==> src/rtl/circuit2_pkg.sv <==
// Shared types for the circuit-2 scheduler: FSM state encoding and ALU opcodes.
`default_nettype none

package circuit2_pkg;

  typedef enum logic [2:0] {
    IDLE = 3'd0,
    LD_D = 3'd1,
    LD_E = 3'd2,
    LD_F = 3'd3,
    CMP  = 3'd4,
    FIN  = 3'd5,
    OUT  = 3'd6
  } state_e;

  localparam logic OP_ADD = 1'b0;
  localparam logic OP_SUB = 1'b1;

endpackage

`default_nettype wire

==> src/rtl/circuit2_sched_addsub.sv <==
// Shared modulo-2^WIDTH add/subtract unit; purely combinational.
`default_nettype none

module sched_addsub
  import circuit2_pkg::*;
#(
  parameter int WIDTH = 32
) (
  input  logic             op,
  input  logic [WIDTH-1:0] p,
  input  logic [WIDTH-1:0] q,
  output logic [WIDTH-1:0] r
);

  assign r = (op == OP_SUB) ? (p - q) : (p + q);

endmodule

`default_nettype wire

==> src/rtl/circuit2_sched.sv <==
// Multi-cycle scheduler for the circuit-2 dataflow, time-sharing one add/sub unit
// and one comparator between valid/ready operand and result interfaces.
`default_nettype none

module circuit2_sched
  import circuit2_pkg::*;
#(
  parameter int WIDTH = 32,
  parameter int CNT_W = 16
) (
  input  logic             clk,
  input  logic             rst,
  input  logic             in_valid,
  output logic             in_ready,
  input  logic [WIDTH-1:0] a,
  input  logic [WIDTH-1:0] b,
  input  logic [WIDTH-1:0] c,
  output logic             out_valid,
  input  logic             out_ready,
  output logic [WIDTH-1:0] x,
  output logic [WIDTH-1:0] z,
  output logic             busy,
  output logic [CNT_W-1:0] done_cnt
);

  state_e           state_q, state_d;
  logic [WIDTH-1:0] a_q, a_d, b_q, b_d, c_q, c_d;
  logic [WIDTH-1:0] d_q, d_d, e_q, e_d, f_q, f_d, g_q, g_d;
  logic             lt_q, lt_d, eq_q, eq_d;
  logic [WIDTH-1:0] x_q, x_d, z_q, z_d;
  logic             out_valid_q, out_valid_d;
  logic [CNT_W-1:0] cnt_q, cnt_d;

  logic             alu_op;
  logic [WIDTH-1:0] alu_lhs, alu_rhs, alu_res;
  logic [WIDTH-1:0] h;

  sched_addsub #(
    .WIDTH (WIDTH)
  ) u_addsub (
    .op (alu_op),
    .p  (alu_lhs),
    .q  (alu_rhs),
    .r  (alu_res)
  );

  always_comb begin
    state_d     = state_q;
    a_d         = a_q;
    b_d         = b_q;
    c_d         = c_q;
    d_d         = d_q;
    e_d         = e_q;
    f_d         = f_q;
    g_d         = g_q;
    lt_d        = lt_q;
    eq_d        = eq_q;
    x_d         = x_q;
    z_d         = z_q;
    out_valid_d = out_valid_q;
    cnt_d       = cnt_q;
    alu_op      = OP_ADD;
    alu_lhs     = a_q;
    alu_rhs     = b_q;
    h           = eq_q ? g_q : f_q;

    case (state_q)
      IDLE: begin
        if (in_valid) begin
          a_d     = a;
          b_d     = b;
          c_d     = c;
          state_d = LD_D;
        end
      end
      LD_D: begin
        d_d     = alu_res;
        state_d = LD_E;
      end
      LD_E: begin
        alu_rhs = c_q;
        e_d     = alu_res;
        state_d = LD_F;
      end
      LD_F: begin
        alu_op  = OP_SUB;
        f_d     = alu_res;
        state_d = CMP;
      end
      CMP: begin
        // g selects on the freshly computed flag, not the stale registered one
        lt_d    = (d_q < e_q);
        eq_d    = (d_q == e_q);
        g_d     = lt_d ? d_q : e_q;
        state_d = FIN;
      end
      FIN: begin
        x_d         = g_q << lt_q;
        z_d         = h >> eq_q;
        out_valid_d = 1'b1;
        state_d     = OUT;
      end
      OUT: begin
        if (out_ready) begin
          out_valid_d = 1'b0;
          cnt_d       = cnt_q + CNT_W'(1);
          state_d     = IDLE;
        end
      end
      default: state_d = IDLE;
    endcase
  end

  always_ff @(posedge clk) begin
    if (!rst) begin
      state_q     <= IDLE;
      a_q         <= '0;
      b_q         <= '0;
      c_q         <= '0;
      d_q         <= '0;
      e_q         <= '0;
      f_q         <= '0;
      g_q         <= '0;
      lt_q        <= 1'b0;
      eq_q        <= 1'b0;
      x_q         <= '0;
      z_q         <= '0;
      out_valid_q <= 1'b0;
      cnt_q       <= '0;
    end else begin
      state_q     <= state_d;
      a_q         <= a_d;
      b_q         <= b_d;
      c_q         <= c_d;
      d_q         <= d_d;
      e_q         <= e_d;
      f_q         <= f_d;
      g_q         <= g_d;
      lt_q        <= lt_d;
      eq_q        <= eq_d;
      x_q         <= x_d;
      z_q         <= z_d;
      out_valid_q <= out_valid_d;
      cnt_q       <= cnt_d;
    end
  end

  assign in_ready  = (state_q == IDLE);
  assign busy      = (state_q != IDLE);
  assign out_valid = out_valid_q;
  assign x         = x_q;
  assign z         = z_q;
  assign done_cnt  = cnt_q;

endmodule

`default_nettype wire

==> config.mk <==
export PLATFORM = sky130hd
export DESIGN_NAME = circuit2_sched
export DESIGN_NICKNAME = d
export VERILOG_FILES = /design/src/rtl/circuit2_pkg.sv /design/src/rtl/circuit2_sched_addsub.sv /design/src/rtl/circuit2_sched.sv
export SDC_FILE = /design/constraint.sdc
export NUM_CORES = 1
export LEC_CHECK = 0
export CORE_MARGIN = 2
export CORE_UTILIZATION = 45
export CTS_CLUSTER_DIAMETER = 200
export CTS_CLUSTER_SIZE = 14
export DETAILED_ROUTE_END_ITERATION = 12
export PLACE_DENSITY = 0.69
export SYNTH_ARGS = -nofsm -noshare
export SYNTH_HDL_FRONTEND = slang
export SYNTH_SLANG_ARGS = --single-unit
==> constraint.sdc <==
create_clock -name clk -period 5 [get_ports clk]
set_input_delay 1 -clock clk [delete_from_list [all_inputs] [get_ports clk]]
set_output_delay 1 -clock clk [all_outputs]
set_load 0.05 [all_outputs]
==> reports/metrics.cfg, run 1 <==
[yosys]
yosysWarnings=0
synth_commonest_cells=nand2_1 (348), dfxtp_1 (310), a21oi_1 (209)
netlist-cell-type-count=74
synthArstFlopShare_pct=0
syn_area_um2=15600
yosysMostFrequentCell=nand2_1
synthTopCellsByArea=dfxtp_1 (40%), nand2_1 (8.4%), a21oi_1 (6.7%)
synth_edf_count=0
avgSynthCellArea_um2=8.02
ys_seq_area_share_pct=39.8
synth_top_area_share_pct=39.8
synth-seq-cells=310
yosysTopAreaCell=dfxtp_1
syn_nets=2109
syn_inst=1944
ys.flop_type=dfxtp_1

[worst_setup_path]
r2r_setup_slack_ps=510
cp.arrival_ps=4910
crit_type=reg -> reg
cp_max_fo=18
rr_endpoint=f_q[18]$_SDFFE_PN0P_
slowest_stage=or3b_4
cp_cell_sequence=or3b_4, or4_1, o41ai_1, nand2_1, o21ai_1, xnor2_1, ha_1, a21o_1, a21o_1, a21oi_1, nand2_1, a221oi_1, o21bai_1, xnor2_1, o21ai_1
critPathCaptureType=flop
r2r_start=state_q[1]$_SDFFE_PN0P_
cp-start-kind=flop
crit_path_max_incr_delay_ps=560
reg2reg_depth=15
crit_required_ps=5420

[outcome]
status=completed

[placement]
placed_cell_area_um2=17600
io_buffers=182
dp_hpwl_um=29000
gp_congestion=0.869

[grt]
grt_usage_pct=22.0
busiest_layer=met2
grt_use_met3_pct=2.60
antenna_found_initial=0
grt_pass1_vias=12652
gr-total-overflow=0
grt_pass1_wl_um=65600
grt_util_met2_pct=34.2
grt_max_degree=103
met1_usage_pct=32.7

[pwr]
p_clk_share_pct=28.1
leakage_uw=0.00668
p_sw_share_pct=34.8
intPower_uw=4200
p_sw_uw=2240
power_density_nw_per_um2=352
ir_drop_mv=0.303
total_power_uw=6440
power_frac_comb_pct=29.5
p_seq_share_pct=42.4

[clocking]
cts_made_buffers=26
cts_tree=built
htreeDepth=1
cts_max_path_buffers=3
cts.reportedPaths.clkPinSlew_ps=70
clock_latency_ps=550
cts_sinks=310
cts_root_buf=clkbuf_16
hold_buffers=0

[floorplan]
die_x_um=190
initial_utilization_pct=45.4
rows=68
coreArea_um2=34400
die_h_um=190
die-area_um2=36200
pin_count=183

[detailed_routing]
detail-route-antenna-nets=0
vias=13801
dr.pass1.iters=5
drt-total-wl_um=40900
viasPerCell=5.54
drc=0
wl_per_cell_um=16.4
drt_iter0_markers=1029

[timing]
tns_ps=0
rsz0062_at_grt=no
period_share_pct=89.9
timing_hold_violations_final=0
worst_clock_skew_ps=22.1
maxSlewViolCount=0
period_needed_ps=4490
max_freq_ghz=0.223
worst_pin_slew_ps=1050
setup-violations-final=0
relSlewSlack_pct=30.3

[worst_hold_path]
hp-start=f_q[10]$_SDFFE_PN0P_
hold_depth=2
hp-class=reg -> reg
hold-path-endpoint=f_q[10]$_SDFFE_PN0P_

[layout]
layout-drive-gt1-share_pct=4.12
area_growth_pct=17.4
antennaDiodeCount=0
design_area_um2=18300
nets=2202

[flow_run]
max_cap_violations=0

critical path: cells and delay by family, from the launching register on:
| kind | cells | cell delay, ps |
|---|---|---|
| AO/OA/AOI/OAI | 8 | 1680 |
| XOR/XNOR | 2 | 530 |
| adder cells (fa/ha/maj) | 1 | 330 |
| flip-flops | 1 | 490 |
| AND/OR/NAND/NOR | 4 | 1350 |
how the worst max path moves through the flow:
stage	slack (ps)	depth (start not counted)	to	start
after floorplan	680	21	e_q[30]$_SDFFE_PN0P_	state_q[0]$_SDFFE_PN0P_
after CTS	430	15	e_q[31]$_SDFFE_PN0P_	state_q[1]$_SDFFE_PN0P_
after detailed placement	450	15	e_q[31]$_SDFFE_PN0P_	state_q[1]$_SDFFE_PN0P_
after global placement	600	15	e_q[31]$_SDFFE_PN0P_	c_q[0]$_SDFFE_PN0P_
final	510	15	f_q[18]$_SDFFE_PN0P_	state_q[1]$_SDFFE_PN0P_
after global routing	140	16	f_q[30]$_SDFFE_PN0P_	state_q[1]$_SDFFE_PN0P_
registers in the layout, indices dropped and copies added, names as in the netlist:
signal and count:
f_q 32, done_cnt 16, out_valid 1, z 32
d_q 32, x 32, c_q 32, b_q 32
lt_q 1, state_q 3, g_q 32, e_q 32
eq_q 1, a_q 32
logic make-up after synthesis:
group,Yosys count,synth area share [%]
AOI/OAI and AO/OA,500,19.7
xor gates and xnor gates,68,3.82
adders and majority gates,65,5.26
buffers and inverters,185,4.91
DFF,310,39.8
muxes,92,6.01
and+or+nand+nor,724,20.5
cell type report:
type	count	area (um^2)
clock inverter	2	32.5
inverter	42	161
timing repair buffer	208	2030
sequential	310	6210
tap	455	569
multi-input combinational	1449	8660
clock buffer	26	651
fill	3298	16100
metal layers:
| layer | vias to the layer above | part of all wire (%) |
|---|---|---|
| li1 | 7005 | - |
| met1 | 6313 | 49 |
| met2 | 430 | 43 |
| met3 | 53 | 6.2 |
| met4 | 0 | 1.7 |
| met5 | - | 0 |
timing repair:
item,4_1_cts,5_1_grt
endpoints found under the setup margin,0,7
gates resized for setup,0,2
buffers inserted,0,2
cells in the final DEF (no fill, tap or decap), types with 10 or more instances in the layout:
| cell type | netlist | final |
|---|---|---|
| nand2_1 | 348 | 346 |
| dfxtp_1 | 310 | 308 |
| a21oi_1 | 209 | 207 |
| nor2_1 | 181 | 181 |
| clkdlybuf4s50_1 | 0 | 181 |
| a211oi_1 | 107 | 107 |
| mux2i_1 | 90 | 90 |
| ha_1 | 64 | 64 |
| o21ai_0 | 50 | 50 |
| inv_1 | 41 | 41 |
| nand3_1 | 41 | 41 |
| nor4_1 | 40 | 40 |
| xnor2_1 | 35 | 35 |
| o21ai_1 | 33 | 33 |
| xor2_1 | 33 | 33 |
| a21o_1 | 33 | 33 |
| clkbuf_16 | 0 | 26 |
| nor3_1 | 24 | 24 |
| buf_4 | 4 | 24 |
| nand4_1 | 23 | 23 |
| a31oi_1 | 11 | 11 |
| or3_1 | 10 | 10 |
| o31ai_1 | 10 | 10 |
power groups by stage:
stage / clock [uW] / combinational (uW) / sequential [uW]
floorplan: 0 / 1340 / 2760
global placement: 0 / 1830 / 2780
detailed placement: 0 / 1850 / 2780
CTS: 1840 / 1860 / 2730
global route: 1930 / 2060 / 2750
finish: 1810 / 1900 / 2730
through the flow:
step	hold slack (ps)	setup slack [ps]	utilization, %	std cells
after CTS	456	428	53.2	2490
after global placement	443	599	51.2	2462
after global routing	470	143	53.3	2492
after detailed placement	447	453	51.2	2462
final	454	507	53.3	2492
after floorplan	431	685	-	1944
(Power assumes the default switching activity.)
==> run 2, diff against run 1 <==
Settings changed: PLACE_DENSITY 0.69 to 0.66.
==> reports/metrics.cfg, run 2 (same netlist as run 1, synthesis figures left out) <==
[outcome]
status=completed

[floorplan]
coreArea_um2=34400  ; unchanged
rows=68  ; unchanged
die_x_um=190  ; unchanged
die_h_um=190  ; unchanged
initial_utilization_pct=45.4  ; unchanged
pin_count=183  ; unchanged
die-area_um2=36200  ; unchanged

[worst_setup_path]
crit_required_ps=5470  ; +50 ps
cp_max_fo=29  ; +11
r2r_setup_slack_ps=430  ; -80 ps
cp-endpoint=d_q[26]$_SDFFE_PN0P_
cp.arrival_ps=5040  ; +130 ps
slowest_stage=dfxtp_1
rr_endpoint=d_q[26]$_SDFFE_PN0P_
critPathCaptureType=flop
cp-start-kind=flop
cp-startpoint=state_q[0]$_SDFFE_PN0P_
cp_cell_sequence=or3b_4, buf_4, a21oi_1, nor3_4, nand2_1, o21ai_1, xnor2_1, ha_1, a21o_1, a221oi_1, o31ai_1, a221oi_1, o21ai_1, a21oi_1, nand4_1, o221ai_1
crit_path_max_incr_delay_ps=480  ; -80 ps
reg2reg_depth=16  ; +1
r2r_start=state_q[0]$_SDFFE_PN0P_
crit_type=reg -> reg

[grt]
grt_pass1_wl_um=65800  ; +0.27%
antenna_found_initial=1  ; +1
grt_max_degree=185  ; +80%
gr-total-overflow=0  ; unchanged
grt_pass1_vias=12562  ; -0.71%
grt_usage_pct=22.0  ; about the same

[clocking]
cts_made_buffers=26  ; unchanged
cts_root_buf=clkbuf_16
clock_latency_ps=550  ; about the same
cts_setup_buffers=0  ; unchanged
cts.reportedPaths.clkPinSlew_ps=70  ; about the same
cts_sinks=310  ; unchanged
cts_tree=built
htreeDepth=1  ; unchanged
cts_max_path_buffers=3  ; unchanged
hold_buffers=0  ; unchanged

[pwr]
leakage_uw=0.00666  ; -0.34%
power_density_nw_per_um2=350  ; -0.45%
intPower_uw=4190  ; -0.15%
p_sw_share_pct=34.4  ; -0.33 points
p_sw_uw=2200  ; -1.6%
ir_drop_mv=0.273  ; -10%
p_seq_share_pct=42.7  ; +0.3 points
p_clk_share_pct=28.1  ; about the same
power_frac_comb_pct=29.2  ; -0.3 points
total_power_uw=6390  ; -0.66%

[layout]
layout_commonest_cell=nand2_1
antennaDiodeCount=0  ; unchanged
layout-drive-gt1-share_pct=3.89  ; -0.24 points
nets=2198  ; -0.18%
area_growth_pct=17.2
mostFrequentLayoutCells=nand2_1 (346), dfxtp_1 (308), a21oi_1 (208)

[timing]
worst_clock_skew_ps=17.3  ; -4.75 ps
max_freq_ghz=0.219  ; -1.7%
setup_slack_ps=429  ; -77.8 ps
period_share_pct=91.4  ; +1.6 points
worst_pin_slew_ps=1090  ; +42.4 ps
timing_hold_violations_final=0  ; unchanged
tns_ps=0  ; unchanged
rsz0062_at_grt=no
period_needed_ps=4570  ; +77.8 ps
maxSlewViolCount=0  ; unchanged
relSlewSlack_pct=27.5  ; -2.8 points
setup-violations-final=0  ; unchanged

[detailed_routing]
topRoutingLayerUsed=met5
dr_wl_met2_um=17200  ; -2.7%
wl_per_cell_um=16.2  ; -1.1%
vias=13596  ; -1.5%
drc=0  ; unchanged
drt_iter0_markers=837  ; -19%
viasPerCell=5.46  ; -1.3%
detail-route-antenna-nets=0  ; unchanged
met3_length_um=2190  ; -14%
drt-total-wl_um=40300  ; -1.3%
wl_met1_um=20200  ; +1.4%
dr.pass1.iters=5  ; unchanged

[placement]
gp_congestion=0.882  ; +1.5%
io_buffers=182  ; unchanged
post-place-ws_ps=434  ; -18.6 ps
dp_hpwl_um=28500  ; -1.8%

[worst_hold_path]
hold_depth=2  ; unchanged
hp-class=reg -> reg

[flow_run]
max_cap_violations=0  ; unchanged

## run 2: area by class of cell
cell class | count | area (um^2)
fill | 3288 | 16100
timing repair buffer | 204 | 1990
multi-input combinational | 1449 | 8650
clock buffer | 26 | 651
inverter | 42 | 161
sequential | 310 | 6210
clock inverter | 2 | 32.5
tap | 455 | 569
## run 2: power groups by stage
stage / clock network, uW / registers [uW] / logic, uW
4_1_cts: 1850 / 2730 / 1850
5_1_grt: 1940 / 2750 / 2060
3_5_place_dp: 0 / 2780 / 1840
2_1_floorplan: 0 / 2760 / 1340
6_report: 1800 / 2730 / 1870
3_3_place_gp: 0 / 2780 / 1820
## run 2: what timing repair did
item,in CTS,in global routing
resized for setup,0,0
endpoints found under the setup margin,0,1
hold endpoints to repair,0,0
## run 2: how the worst min path moves through the flow
stage | from | endpoint | slack (ps)
after floorplan | f_q[15]$_SDFFE_PN0P_ | f_q[15]$_SDFFE_PN0P_ | 430
after CTS | f_q[5]$_SDFFE_PN0P_ | f_q[5]$_SDFFE_PN0P_ | 460
after global routing | f_q[20]$_SDFFE_PN0P_ | f_q[20]$_SDFFE_PN0P_ | 470
after global placement | f_q[17]$_SDFFE_PN0P_ | f_q[17]$_SDFFE_PN0P_ | 440
after detailed placement | f_q[5]$_SDFFE_PN0P_ | f_q[5]$_SDFFE_PN0P_ | 450
final | f_q[5]$_SDFFE_PN0P_ | f_q[5]$_SDFFE_PN0P_ | 450
## run 2: per-stage QoR
step           instance area [um^2]  hold slack (ps)  utilization (%)  std cells
2_1_floorplan                 15600              431                -       1944
3_3_place_gp                  17600              443             51.2       2460
3_5_place_dp                  17600              448             51.2       2460
4_1_cts                       18300              458             53.1       2488
5_1_grt                       18300              472             53.1       2488
6_report                      18300              452             53.1       2488
## run 2: worst max-delay path, delay by kind of cell, from the launching register on
| kind | cells | cell delay, ps |
|---|---|---|
| AO/OA/AOI/OAI | 9 | 2060 |
| buffers and inverters | 1 | 440 |
| AND/OR/NAND/NOR | 4 | 1010 |
| XOR/XNOR | 1 | 90 |
| flip-flops | 1 | 480 |
| adder cells (fa/ha/maj) | 1 | 390 |
## run 2: metal layers
metal  vias up  global-route usage [%]
met5         -                       0
met1      6157                    33.3
li1       7003                       -
met3        56                    2.62
met4         2                    4.11
met2       378                    33.6
